[src/rtl/sfx_sequencer.sv]
// rtl/sfx_sequencer.sv - Priority sound-effect sequencer driving a 1-bit square-wave speaker
// Plays a fixed multi-step tone pattern from internal ROM for the highest-priority event.
module sfx_sequencer #(
  parameter int CLK_HZ    = 25_000_000,
  parameter int US_DIV    = CLK_HZ / 1_000_000,
  parameter int US_PER_MS = 1000
) (
  input  logic       Clk,
  input  logic       sys_reset,
  input  logic       flap_trig,
  input  logic       score_trig,
  input  logic       crash_trig,
  input  logic       mute,
  output logic       Speaker,
  output logic       busy,
  output logic [1:0] sfx_id
);

  localparam int UW = (US_DIV > 1) ? $clog2(US_DIV) : 1;

  typedef enum logic [1:0] {IDLE = 2'd0, LOAD = 2'd1, PLAY = 2'd2} state_t;

  state_t        state, state_n;
  logic [1:0]    cur_id, cur_id_n;
  logic [1:0]    step, step_n;
  logic [11:0]   hp, hp_n;
  logic [7:0]    dur, dur_n;
  logic [UW-1:0] us_cnt, us_cnt_n;
  logic [11:0]   half_cnt, half_cnt_n;
  logic [9:0]    ms_sub, ms_sub_n;
  logic [7:0]    ms_cnt, ms_cnt_n;
  logic          phase, phase_n;
  logic          spk, spk_n;
  logic          busy_r, busy_n;

  logic [1:0]    trig_id;
  logic          accept;
  logic          us_tick, ms_tick, step_end;
  logic [20:0]   rom_word;
  logic          rom_last;
  logic [11:0]   rom_hp;
  logic [7:0]    rom_dur;

  // Word layout: {last step, half-period in us, duration in ms}
  function automatic logic [20:0] rom(input logic [1:0] id, input logic [1:0] idx);
    case ({id, idx})
      4'b01_00: rom = {1'b0, 12'd600,  8'd30};
      4'b01_01: rom = {1'b1, 12'd400,  8'd30};
      4'b10_00: rom = {1'b0, 12'd500,  8'd60};
      4'b10_01: rom = {1'b0, 12'd333,  8'd60};
      4'b10_10: rom = {1'b1, 12'd250,  8'd120};
      4'b11_00: rom = {1'b0, 12'd2000, 8'd80};
      4'b11_01: rom = {1'b0, 12'd0,    8'd40};
      4'b11_10: rom = {1'b1, 12'd3000, 8'd200};
      default:  rom = {1'b1, 12'd0,    8'd1};
    endcase
  endfunction

  always_comb begin
    trig_id = 2'd0;
    if (crash_trig)      trig_id = 2'd3;
    else if (score_trig) trig_id = 2'd2;
    else if (flap_trig)  trig_id = 2'd1;
  end

  assign accept   = (trig_id != 2'd0) && (trig_id >= cur_id);
  assign rom_word = rom(cur_id, step);
  assign rom_last = rom_word[20];
  assign rom_hp   = rom_word[19:8];
  assign rom_dur  = rom_word[7:0];
  assign us_tick  = (state == PLAY) && (us_cnt == UW'(US_DIV - 1));
  assign ms_tick  = us_tick && (ms_sub == 10'(US_PER_MS - 1));
  assign step_end = ms_tick && ((ms_cnt + 8'd1) == dur);

  always_ff @(posedge Clk or negedge sys_reset) begin
    if (!sys_reset) state <= IDLE;
    else            state <= state_n;
  end

  always_comb begin
    state_n = state;
    if (accept) begin
      state_n = LOAD;
    end else begin
      case (state)
        LOAD:    state_n = PLAY;
        PLAY:    if (step_end) state_n = rom_last ? IDLE : LOAD;
        default: state_n = IDLE;
      endcase
    end
  end

  always_comb begin
    cur_id_n   = cur_id;
    step_n     = step;
    hp_n       = hp;
    dur_n      = dur;
    us_cnt_n   = us_cnt;
    half_cnt_n = half_cnt;
    ms_sub_n   = ms_sub;
    ms_cnt_n   = ms_cnt;
    phase_n    = phase;
    if (accept) begin
      cur_id_n = trig_id;
      step_n   = 2'd0;
      phase_n  = 1'b0;
    end else begin
      case (state)
        LOAD: begin
          hp_n       = rom_hp;
          dur_n      = rom_dur;
          us_cnt_n   = '0;
          half_cnt_n = '0;
          ms_sub_n   = '0;
          ms_cnt_n   = '0;
          phase_n    = (rom_hp != 12'd0);
        end
        PLAY: begin
          us_cnt_n = us_tick ? '0 : us_cnt + UW'(1);
          if (us_tick) begin
            if (ms_tick) begin
              ms_sub_n = '0;
              ms_cnt_n = ms_cnt + 8'd1;
            end else begin
              ms_sub_n = ms_sub + 10'd1;
            end
            if (hp != 12'd0) begin
              if ((half_cnt + 12'd1) == hp) begin
                half_cnt_n = '0;
                phase_n    = ~phase;
              end else begin
                half_cnt_n = half_cnt + 12'd1;
              end
            end
          end
          if (step_end) begin
            if (rom_last) begin
              cur_id_n = 2'd0;
              step_n   = 2'd0;
              phase_n  = 1'b0;
            end else begin
              step_n = step + 2'd1;
            end
          end
        end
        default: ;
      endcase
    end
    // mute only gates the output register; phase keeps running underneath
    spk_n  = phase_n & ~mute;
    busy_n = (state_n != IDLE);
  end

  always_ff @(posedge Clk or negedge sys_reset) begin
    if (!sys_reset) begin
      cur_id   <= '0;
      step     <= '0;
      hp       <= '0;
      dur      <= '0;
      us_cnt   <= '0;
      half_cnt <= '0;
      ms_sub   <= '0;
      ms_cnt   <= '0;
      phase    <= 1'b0;
      spk      <= 1'b0;
      busy_r   <= 1'b0;
    end else begin
      cur_id   <= cur_id_n;
      step     <= step_n;
      hp       <= hp_n;
      dur      <= dur_n;
      us_cnt   <= us_cnt_n;
      half_cnt <= half_cnt_n;
      ms_sub   <= ms_sub_n;
      ms_cnt   <= ms_cnt_n;
      phase    <= phase_n;
      spk      <= spk_n;
      busy_r   <= busy_n;
    end
  end

  assign Speaker = spk;
  assign busy    = busy_r;
  assign sfx_id  = cur_id;

endmodule
[config.mk]
export PLATFORM = sky130hd
export DESIGN_NAME = sfx_sequencer
export DESIGN_NICKNAME = d
export VERILOG_FILES = /design/src/rtl/sfx_sequencer.sv
export SDC_FILE = /design/constraint.sdc
export NUM_CORES = 1
export LEC_CHECK = 0
export BUFFER_PORTS_ARGS = -buffer_cell sky130_fd_sc_hd__buf_2
export CAP_MARGIN = 20
export CORE_ASPECT_RATIO = 1.4
export CORE_MARGIN = 3
export CORE_UTILIZATION = 25
export CTS_CLUSTER_DIAMETER = 30
export DETAILED_ROUTE_END_ITERATION = 7
export GPL_ROUTABILITY_DRIVEN = 0
export PLACE_DENSITY = 0.42
export RECOVER_POWER = 25
export SYNTH_ARGS = -nofsm -noshare
export SYNTH_HDL_FRONTEND = slang
export SYNTH_SLANG_ARGS = --single-unit
[constraint.sdc]
create_clock -name Clk -period 2.83 [get_ports Clk]
set_input_delay 0.849 -clock Clk [delete_from_list [all_inputs] [get_ports Clk]]
set_output_delay 0.849 -clock Clk [all_outputs]
set_load 0.03 [all_outputs]
==> reports/results.txt <==
Status: complete, but fails checks
Failing checks: max-capacitance violations, max-slew violations
Max IR drop VDD: 0.383 mV
Synth top area cells: dfrtp_1 (39%), o21ai_0 (6.3%), nand2_1 (5.4%)
Wire per inst: 15.6 µm
Mapped Cells: 461
Vias: 3409
DR iter-0 viols: 151
Total CTS buffers: 9
Synth area leader: dfrtp_1
CTS root buf: clkbuf_16
CP Launch Type: primary input
Global route overflow: 0
F_max: 378 MHz
DRT antenna net count: 0
Buffers on Ports: 9
Vias in the first global route: 3506
Fin. max-slew vios: 62
Post-route cell area: 0.00480 mm²
Worst skew pair latency: 0.33 ns
RR Startpoint: half_cnt[1]
Full die area: 0.0177 mm²
CP arrival: 2.86 ns
Initial core utilization: 25.7%
Drt first pass iters: 5
Mapped Area: 0.00403 mm²
Clock-pin slew on the worst setup and hold paths: 0.05 ns
Clk_skew: 0.00504 ns
Diode count: 0
Final Core Density: 30.6%
Tot GR Track Use: 13.0%
Yosys warnings: 0
CP max FO: 10
Power density over cell area: 865 mW/mm²
Pwr Total: 4.15 mW
Slew HR: -7.02%
H-tree Lvls: 3
Endpoints failing setup: 0
FFs w/ async S/R, synth: 100%
Reg2Reg Setup Slack: 0.24 ns
Fin. Hold Viols: 0
I/O pin count: 10
Layout cells sized above 1: 14.1%
Hpwl dp: 8070 µm
Seq/Total Area, Yosys: 39.1%
Clock Path Buffers: 2
CP required: 3.04 ns
CP Launch Point: score_trig
Area Overhead vs Synth: 19.2%
Final TNS setup: 0 ns
Most frequent cells in the layout: dfrtp_1 (63), nand2_1 (57), o21ai_0 (51)
Yosys reg bits: 63
CP Class: in2reg
Largest net degree at the start of global routing: 62
Setup crit end kind: flip-flop
Post-CTS setup buffers: 0
Layout fillers: 1688
EDFF count, synth: 0
Worst r2r dst: half_cnt[2]
Most common cell after layout, fill and taps aside: dfrtp_1
Unrepaired setup endpoints after global routing: false
Crit path time final: 2.65 ns
Rows: 54
Mapped Nets: 482
Yosys top cell area share: 39.1%
Max cap viols: 1
# DRC: 0
Initial antenna violation count: 0
Die Ht: 156 µm
Cell count of the worst reg-to-reg path: 9
Detailed-route wire length: 10800 µm
DP Area: 0.00446 mm²
Critical Path End: ms_cnt[6]
Core ar.: 0.0157 mm²
Post-CTS Hold Buffers: 0
Drt via density: 4.93
PostCTS Resize Cnt: 0
CTS tree: built
Top_reg_cell synth: dfrtp_1
Leak pwr: 2.07 nW
Worst hold path class: in2async
CTS Sinks: 63
Die width: 113 µm
Avg Cell Area, Syn: 8.74 µm²
Tcrit/Tclk final: 93.5%
Synth cell types: 62
Slew @ Worst Pin: 1.61 ns
Global-route wire length before repair: 18200 µm
Fin nets: 512
==> routing by layer <==
layer  global-route usage (%)  up-vias  wire, µm
met5                        0        -         0
met4                     5.15        0       246
met3                     2.41       19       243
met2                     23.4       36      5710
met1                     15.0     1637      4590
li1                         -     1717         -
==> power by group <==
group          total, mW  internal, mW  switching, mW
clock network       1.31         0.904          0.405
logic               1.63         0.667          0.960
registers           1.21          1.07          0.147
total               4.15          2.64           1.51
==> synth_stat cells (4+ instances only) <==
cell type	instances
nor3_1	6
o21ai_0	51
mux2i_1	4
nand4b_1	4
a22o_1	4
nor2b_1	8
and4_1	5
nand2b_1	11
a21oi_1	21
o31ai_1	8
ha_1	15
nor2_1	36
xor2_1	12
a31oi_1	5
xnor2_1	15
inv_1	15
a21o_1	7
nor4_1	5
clkbuf_1	13
or3_1	4
nand2_1	58
nand4_1	13
dfrtp_1	63
and3_1	10
buf_2	5
nand3_1	12
==> worst max-delay path: stages <==
cell and delay, ns:
buf_2 0.10, inv_1 0.05, a21oi_1 0.19, ha_1 0.25, nand2b_1 0.16, a21o_1 0.21
a21oi_1 0.30, nand2_1 0.31, a31oi_1 0.26, o21ai_0 0.11, o41ai_1 0.08
==> metrics by stage <==
stage	std cells	setup WS (ns)	hold WS, ns
3_3_place_gp	676	-0.159	0.486
3_5_place_dp	676	-0.224	0.492
2_1_floorplan	461	0.0554	0.460
6_report	691	0.184	0.313
4_1_cts	691	0.129	0.306
5_1_grt	691	0.0313	0.321
==> cell type report <==
type                    count  area (µm²)  area share (%)
inverters                  16        60.1            1.25
flip-flops and latches     63        1580            32.8
clock buffers              12         256            5.34
repair buffers             41         282            5.87
multi-input cells         360        2290            47.7
well taps                 196         245            5.11
clock inverters             3        90.1            1.88
==> registers in the layout (all words and copies together) (netlist names), 2 cells and up <==
name / count
sfx_id: 2
state: 2
half_cnt: 12
hp: 12
ms_cnt: 8
ms_sub: 10
dur: 7
us_cnt: 5
step: 2
==> worst min path at each step <==
stage,endpoint,slack [ns],depth (start not counted)
4_1_cts,us_cnt[0],0.31,1
6_report,us_cnt[0],0.31,1
5_1_grt,us_cnt[0],0.32,1
3_3_place_gp,half_cnt[11],0.49,1
2_1_floorplan,dur[2],0.46,2
3_5_place_dp,half_cnt[11],0.49,1
==> logic make-up after synthesis <==
family                   Yosys count  share of synthesized area, %
AND/OR/NAND/NOR                  189                          24.4
AO/OA/AOI/OAI                    120                          18.8
flip-flops                        63                          39.1
buffers and inverters             38                          4.16
XOR/XNOR                          29                          7.02
adder cells (fa/ha/maj)           15                          4.66
multiplexers                       7                          1.83
No activity file was read; power rests on OpenSTA's default activity.
